===== config.mk =====
export PLATFORM = sky130hd
export DESIGN_NAME = uart_rx_cfg
export DESIGN_NICKNAME = d
export VERILOG_FILES = /design/src/rtl/uart_rx_cfg.sv
export SDC_FILE = /design/constraint.sdc
export NUM_CORES = 1
export LEC_CHECK = 0
export CAP_MARGIN = 40
export CORE_MARGIN = 2
export CORE_UTILIZATION = 55
export DETAILED_ROUTE_END_ITERATION = 16
export GPL_ROUTABILITY_DRIVEN = 0
export PLACE_DENSITY = 0.77
export SLEW_MARGIN = 10
export SYNTH_ARGS = -nofsm -noshare
export SYNTH_HDL_FRONTEND = slang
export SYNTH_SLANG_ARGS = --single-unit

===== constraint.sdc =====
create_clock -name rx_clk -period 5.17 [get_ports rx_clk]
set_clock_uncertainty 0.1 [all_clocks]
set_input_delay 1.034 -clock rx_clk [delete_from_list [all_inputs] [get_ports rx_clk]]
set_output_delay 1.034 -clock rx_clk [all_outputs]
set_load 0.01 [all_outputs]

===== src/rtl/uart_rx_cfg.sv =====
// uart_rx_cfg: runtime-configurable UART receiver.
// Oversampled by rx_clk with a per-frame prescale, 5..DATA_WIDTH data bits,
// optional parity, one or two stop bits, 3-sample majority voting, break
// detection and a valid/ready output register with overrun reporting.
module uart_rx_cfg #(
    parameter int unsigned DATA_WIDTH     = 9,
    parameter int unsigned PRESCALE_WIDTH = 6,
    parameter int unsigned LEN_WIDTH      = 4
) (
    input  logic                      rx_clk,
    input  logic                      rst_n,
    input  logic                      rx_in,
    input  logic [PRESCALE_WIDTH-1:0] prescale,
    input  logic [LEN_WIDTH-1:0]      data_len,
    input  logic                      parity_enable,
    input  logic                      parity_type,
    input  logic                      two_stop,
    input  logic                      data_ready,
    output logic [DATA_WIDTH-1:0]     p_data,
    output logic                      data_valid,
    output logic                      parity_error,
    output logic                      stop_error,
    output logic                      break_det,
    output logic                      overrun
);

    typedef enum logic [2:0] {
        IDLE,
        START,
        DATA,
        PARITY,
        STOP,
        WAIT_HIGH
    } state_t;

    localparam logic [PRESCALE_WIDTH-1:0] PRESCALE_MIN = PRESCALE_WIDTH'(8);
    localparam logic [PRESCALE_WIDTH-1:0] P_ONE        = PRESCALE_WIDTH'(1);
    localparam logic [PRESCALE_WIDTH-1:0] P_TWO        = PRESCALE_WIDTH'(2);
    localparam logic [LEN_WIDTH-1:0]      LEN_MIN      = LEN_WIDTH'(5);
    localparam logic [LEN_WIDTH-1:0]      LEN_MAX      = LEN_WIDTH'(DATA_WIDTH);
    localparam logic [LEN_WIDTH-1:0]      L_ONE        = LEN_WIDTH'(1);

    state_t state;
    state_t state_next;

    // Sanitised live configuration and the copy frozen for the current frame
    logic [PRESCALE_WIDTH-1:0] prescale_sane;
    logic [LEN_WIDTH-1:0]      len_sane;
    logic [PRESCALE_WIDTH-1:0] cfg_prescale;
    logic [LEN_WIDTH-1:0]      cfg_len;
    logic                      cfg_parity_enable;
    logic                      cfg_parity_type;
    logic                      cfg_two_stop;

    // Bit timing
    logic [PRESCALE_WIDTH-1:0] edge_cnt;
    logic [PRESCALE_WIDTH-1:0] half_bit;
    logic [PRESCALE_WIDTH-1:0] sample_lo;
    logic [PRESCALE_WIDTH-1:0] sample_hi;
    logic [PRESCALE_WIDTH-1:0] done_point;
    logic [PRESCALE_WIDTH-1:0] last_edge;
    logic [LEN_WIDTH-1:0]      bit_cnt;

    // Sampling and frame contents
    logic [2:0]            samples;
    logic                  majority;
    logic [DATA_WIDTH-1:0] shift_data;
    logic                  parity_bit;
    logic                  stop_err_acc;
    logic                  stop_idx;

    // Control strobes
    logic in_frame;
    logic sample_now;
    logic bit_end;
    logic at_done;
    logic last_stop;
    logic start_det;
    logic frame_done;
    logic final_stop_err;
    logic final_parity_err;
    logic final_break;
    logic load;

    // Clamp prescale to an even value >= 8 and data length to 5..DATA_WIDTH
    always_comb begin
        if (prescale < PRESCALE_MIN) begin
            prescale_sane = PRESCALE_MIN;
        end else begin
            prescale_sane = {prescale[PRESCALE_WIDTH-1:1], 1'b0};
        end

        if (data_len < LEN_MIN) begin
            len_sane = LEN_MIN;
        end else if (data_len > LEN_MAX) begin
            len_sane = LEN_MAX;
        end else begin
            len_sane = data_len;
        end
    end

    // Sample points, bit boundary and majority vote derived from the frozen prescale
    always_comb begin
        half_bit   = cfg_prescale >> 1;
        sample_lo  = half_bit - P_ONE;
        sample_hi  = half_bit + P_ONE;
        done_point = half_bit + P_TWO;
        last_edge  = cfg_prescale - P_ONE;

        in_frame   = (state == START) || (state == DATA) ||
                     (state == PARITY) || (state == STOP);
        sample_now = in_frame && (edge_cnt >= sample_lo) && (edge_cnt <= sample_hi);
        bit_end    = (edge_cnt == last_edge);
        at_done    = (edge_cnt == done_point);
        last_stop  = (stop_idx == cfg_two_stop);

        majority   = (samples[0] & samples[1]) |
                     (samples[0] & samples[2]) |
                     (samples[1] & samples[2]);

        final_stop_err   = stop_err_acc | ~majority;
        final_parity_err = cfg_parity_enable &
                           (((^shift_data) ^ parity_bit) != cfg_parity_type);
        final_break      = (shift_data == '0) &
                           ~(cfg_parity_enable & parity_bit) &
                           final_stop_err;
    end

    // State register
    always_ff @(posedge rx_clk or negedge rst_n) begin
        if (!rst_n) begin
            state <= IDLE;
        end else begin
            state <= state_next;
        end
    end

    // Next-state logic and frame strobes
    always_comb begin
        state_next = state;
        start_det  = 1'b0;
        frame_done = 1'b0;

        case (state)
            IDLE: begin
                if (!rx_in) begin
                    start_det  = 1'b1;
                    state_next = START;
                end
            end
            START: begin
                if (bit_end) begin
                    state_next = majority ? IDLE : DATA;
                end
            end
            DATA: begin
                if (bit_end && (bit_cnt == cfg_len - L_ONE)) begin
                    state_next = cfg_parity_enable ? PARITY : STOP;
                end
            end
            PARITY: begin
                if (bit_end) begin
                    state_next = STOP;
                end
            end
            STOP: begin
                // The last stop bit finishes early, just after its samples, so a
                // start edge arriving slightly early is still caught in IDLE.
                if (last_stop && at_done) begin
                    frame_done = 1'b1;
                    state_next = final_stop_err ? WAIT_HIGH : IDLE;
                end
            end
            WAIT_HIGH: begin
                if (rx_in) begin
                    state_next = IDLE;
                end
            end
            default: begin
                state_next = IDLE;
            end
        endcase
    end

    // Per-frame datapath: config capture, bit timing, sampling and bit collection
    always_ff @(posedge rx_clk or negedge rst_n) begin
        if (!rst_n) begin
            cfg_prescale      <= '0;
            cfg_len           <= '0;
            cfg_parity_enable <= 1'b0;
            cfg_parity_type   <= 1'b0;
            cfg_two_stop      <= 1'b0;
            edge_cnt          <= '0;
            bit_cnt           <= '0;
            samples           <= '0;
            shift_data        <= '0;
            parity_bit        <= 1'b0;
            stop_err_acc      <= 1'b0;
            stop_idx          <= 1'b0;
        end else if (start_det) begin
            cfg_prescale      <= prescale_sane;
            cfg_len           <= len_sane;
            cfg_parity_enable <= parity_enable;
            cfg_parity_type   <= parity_type;
            cfg_two_stop      <= two_stop;
            edge_cnt          <= '0;
            bit_cnt           <= '0;
            samples           <= '0;
            shift_data        <= '0;
            parity_bit        <= 1'b0;
            stop_err_acc      <= 1'b0;
            stop_idx          <= 1'b0;
        end else if (in_frame) begin
            edge_cnt <= bit_end ? '0 : edge_cnt + P_ONE;
            if (sample_now) begin
                samples <= {samples[1:0], rx_in};
            end
            if (bit_end) begin
                case (state)
                    DATA: begin
                        for (int unsigned i = 0; i < DATA_WIDTH; i++) begin
                            if (i == 32'(bit_cnt)) begin
                                shift_data[i] <= majority;
                            end
                        end
                        bit_cnt <= bit_cnt + L_ONE;
                    end
                    PARITY: begin
                        parity_bit <= majority;
                    end
                    STOP: begin
                        // Only the first of two stop bits reaches its full bit time
                        stop_err_acc <= stop_err_acc | ~majority;
                        stop_idx     <= 1'b1;
                    end
                    default: begin
                    end
                endcase
            end
        end else begin
            edge_cnt <= '0;
        end
    end

    assign load = frame_done && (!data_valid || data_ready);

    // Output register: load on frame complete if free, otherwise flag overrun
    always_ff @(posedge rx_clk or negedge rst_n) begin
        if (!rst_n) begin
            p_data       <= '0;
            data_valid   <= 1'b0;
            parity_error <= 1'b0;
            stop_error   <= 1'b0;
            break_det    <= 1'b0;
            overrun      <= 1'b0;
        end else begin
            overrun <= 1'b0;
            if (load) begin
                p_data       <= shift_data;
                parity_error <= final_parity_err;
                stop_error   <= final_stop_err;
                break_det    <= final_break;
                data_valid   <= 1'b1;
            end else begin
                if (frame_done) begin
                    overrun <= 1'b1;
                end
                if (data_valid && data_ready) begin
                    data_valid <= 1'b0;
                end
            end
        end
    end

endmodule

==> flow_summary_export.csv <==
group,metric,value,unit
setup_path,reg2reg_from,"cfg_prescale[3]",
hold_path,whs_endpoint,"p_data[5]",
grt,grt_pass1_wl,10.36,mm
clock_network,cts_post_setup_buffers_inserted,0,
sta,post-route-min-period,2.786,ns
sta,finalSetupTns,0,ns
job,cap_violations,0,
setup_path,cp-end-kind,"register",
route,vias,2317,
final_layout,syn_to_final_growth,11.24,%
final_layout,final_common_cell,"dfrtp_1",
power_and_ir_drop,power_frac_clock,14.2,%
die,coreArea,0.005956,mm^2
sta,finalSetupViolations,0,
final_layout,drive_gt1_share,8.683,%
final_layout,final.fill_count,498,
route,post-route-drc-count,0,
final_layout,layout_common_cells,"dfrtp_1 (54), nand2_1 (47), clkdlybuf4s50_1 (28), ha_1 (25)",
setup_path,rr_worst_depth,8,
logic_synthesis,synth-edff-count,0,
logic_synthesis,ys_seq_elements,54,
grt,grt_use_total,19.88,%
logic_synthesis,synth_top_area_cell,"dfrtp_1",
logic_synthesis,synth_area,0.003396,mm^2
power_and_ir_drop,p_int,985.4,uW
sta,worst_slew_pin_slew,0.6935,ns
hold_path,holdCritStartpoint,"p_data[5]",
grt,antenna_found_initial,0,
setup_path,worstSetupPathType,"register to register",
logic_synthesis,yosysTopAreaCellShare,39.79,%
power_and_ir_drop,pwr-share-seq,39.8,%
power_and_ir_drop,ir_drop,200.1,uV
logic_synthesis,postSynth.asyncResetShare,100.0,%
sta,max_freq,0.3589,GHz
power_and_ir_drop,powerDensity,434.6,mW/mm^2
die,ios,31,
route,via_per_inst,5.363,
outcome,status,"finished, final reports clean",
final_layout,stdcell_count,432,
power_and_ir_drop,power_frac_comb,46.0,%
sta,slew-limit-headroom,53.77,%
power_and_ir_drop,p_sw,656.3,uW
setup_path,start_kind,"register",
route,drt_wl_total,6.249,mm
setup_path,arrival,2.89,ns
grt,grt_max_degree,55,
clock_network,clk_pin_slew,0.10,ns
route,wire_per_inst,14.47,um
hold_path,min_path_cells,1,
logic_synthesis,synth-main-ff-cell,"dfrtp_1",
clock_network,clkSinkCount,54,
final_layout,diodes,0,
grt,grt-ovfl-total,0,
placement,post-dp-hpwl,4.560,mm
sta,rsz0062_at_grt,"false",
setup_path,rrSetupSlack,2.38,ns
power_and_ir_drop,p_leak,0.001756,uW
logic_synthesis,synth.yosys.seq_area_share,39.79,%
clock_network,ctsResizeCount,0,
final_layout,regArea,0.001351,mm^2
clock_network,cts-buffers-inserted,5,
clock_network,clk_path_buf_depth,2,
logic_synthesis,synth_area_leaders,"dfrtp_1 (40%), ha_1 (9.2%), xnor2_1 (6.2%)",
logic_synthesis,synth_fp_nets,376,
die,initial_utilization,57.02,%
sta,min_period_over_period,53.89,%
hold_path,hold_class,"register to register",
final_layout,multi_input_area,0.001852,mm^2
logic_synthesis,ys_warn_count,0,
clock_network,cts_tree,"done",
route,drtIter0Drc,131,
placement,dp_cells,425,
die,row_count,28,
setup_path,worstPathMaxFanout,12,
logic_synthesis,synth_cell_type_count,55,
die,die_w,82.58,um
logic_synthesis,synth.avg_cell_area,10.17,um^2
logic_synthesis,synthCells,334,
final_layout,fin_nets,399,
clock_network,htree_levels,2,
sta,slew_viol_final,0,
route,drtAntennaViolNets,0,
die,dieHeight,82.58,um
clock_network,clk_latency,0.31,ns
sta,hold_violations,0,
grt,grt_pass1_vias,2203,
setup_path,reg2reg_to,"p_data[4]",
die,fp.dieArea,0.006819,mm^2
clock_network,cts_root_buf,"clkbuf_8",
setup_path,required,5.27,ns
power_and_ir_drop,p_sw_share,39.98,%
route,drt_pass1_iterations,4,
placement,port_buffers,29,
clock_network,cts_hold_buf,0,
==> routing by layer <==
layer  wire [um]  up-vias  global-route usage (%)
met1        3045     1104                   27.56
met4          60        0                   5.082
li1            -     1174                       -
met3         224        7                   3.804
met5           0        -                       0
met2        2918       32                   32.10
==> state kept, by name, indices dropped and copies added (netlist names) <==
signal             flops
stop_error             1
cfg_prescale           5
cfg_parity_enable      1
samples                3
shift_data             9
edge_cnt               6
stop_idx               1
stop_err_acc           1
bit_cnt                4
state                  3
parity_bit             1
data_valid             1
cfg_two_stop           1
break_det              1
cfg_len                4
overrun                1
parity_error           1
p_data                 9
cfg_parity_type        1
==> synth_stat cells (3+ instances only) <==
| cell | instances |
|---|---|
| xnor2_1 | 24 |
| clkbuf_1 | 6 |
| and4bb_1 | 4 |
| nor2_1 | 24 |
| buf_4 | 3 |
| buf_6 | 3 |
| nand4_1 | 5 |
| mux2_1 | 11 |
| dfrtp_1 | 54 |
| ha_1 | 25 |
| nor2b_1 | 3 |
| nand4b_1 | 6 |
| mux2i_1 | 15 |
| a21oi_1 | 8 |
| inv_1 | 22 |
| o21ai_0 | 10 |
| nand2b_1 | 3 |
| nand2_1 | 47 |
| mux2_2 | 3 |
| nand3_1 | 6 |
| xor2_1 | 9 |
==> worst max path at each step <==
stage / slack, ns / cells past startpoint / start / end
2_1_floorplan: 2.73 / 10 / cfg_prescale[3] / break_det
3_3_place_gp: 1.99 / 5 / rx_in / shift_data[0]
3_5_place_dp: 2.29 / 6 / rx_in / state[0]
4_1_cts: 2.35 / 8 / cfg_prescale[3] / p_data[4]
5_1_grt: 2.21 / 8 / cfg_prescale[3] / p_data[4]
6_report: 2.38 / 8 / cfg_prescale[3] / p_data[4]
==> power groups by stage <==
stage               clock (uW)  combinational [uW]  sequential, uW
floorplan                    0                 685             583
CTS                        243                 767             653
global route               260                 856             673
detailed placement           0                 762             661
global placement             0                 723             655
finish                     234                 755             653
==> metrics by stage <==
stage / utilization [%] / hold slack [ns] / total power (uW) / setup WS, ns / cell area [um^2]
2_1_floorplan: - / 0.3655 / 1267 / 2.732 / 3396
3_3_place_gp: 61.79 / 0.3713 / 1378 / 1.985 / 3680
3_5_place_dp: 62.04 / 0.3751 / 1423 / 2.289 / 3695
4_1_cts: 63.42 / 0.3976 / 1663 / 2.347 / 3777
5_1_grt: 63.42 / 0.4132 / 1789 / 2.210 / 3777
6_report: 63.42 / 0.3921 / 1642 / 2.384 / 3777
==> cells by family after synthesis <==
| group | count (synthesis) | share of synthesized area [%] |
|---|---|---|
| AND/OR/NAND/NOR | 116 | 18.20 |
| flip-flops | 54 | 39.79 |
| buffers and inverters | 38 | 5.858 |
| XOR/XNOR | 37 | 10.80 |
| AO/OA/AOI/OAI | 35 | 7.074 |
| multiplexers | 29 | 9.064 |
| adder cells (fa/ha/maj) | 25 | 9.211 |
==> worst max-delay path, cell delays in order (launching register included) <==
cell	delay (ns)
dfrtp_1	0.56
inv_1	0.11
ha_1	0.30
xor2_1	0.17
nor4_2	0.22
nand4_1	0.19
or2_1	0.31
nor2b_4	0.35
mux2_2	0.38
==> area by class of cell <==
| cell class | count | area share, % |
|---|---|---|
| clock inverters | 2 | 0.3644 |
| repair buffers | 32 | 8.347 |
| well taps | 75 | 2.484 |
| clock buffers | 5 | 1.822 |
| inverters | 22 | 2.186 |
| flip-flops and latches | 54 | 35.77 |
| multi-input cells | 242 | 49.02 |
Power figures use the tool's default switching activity.
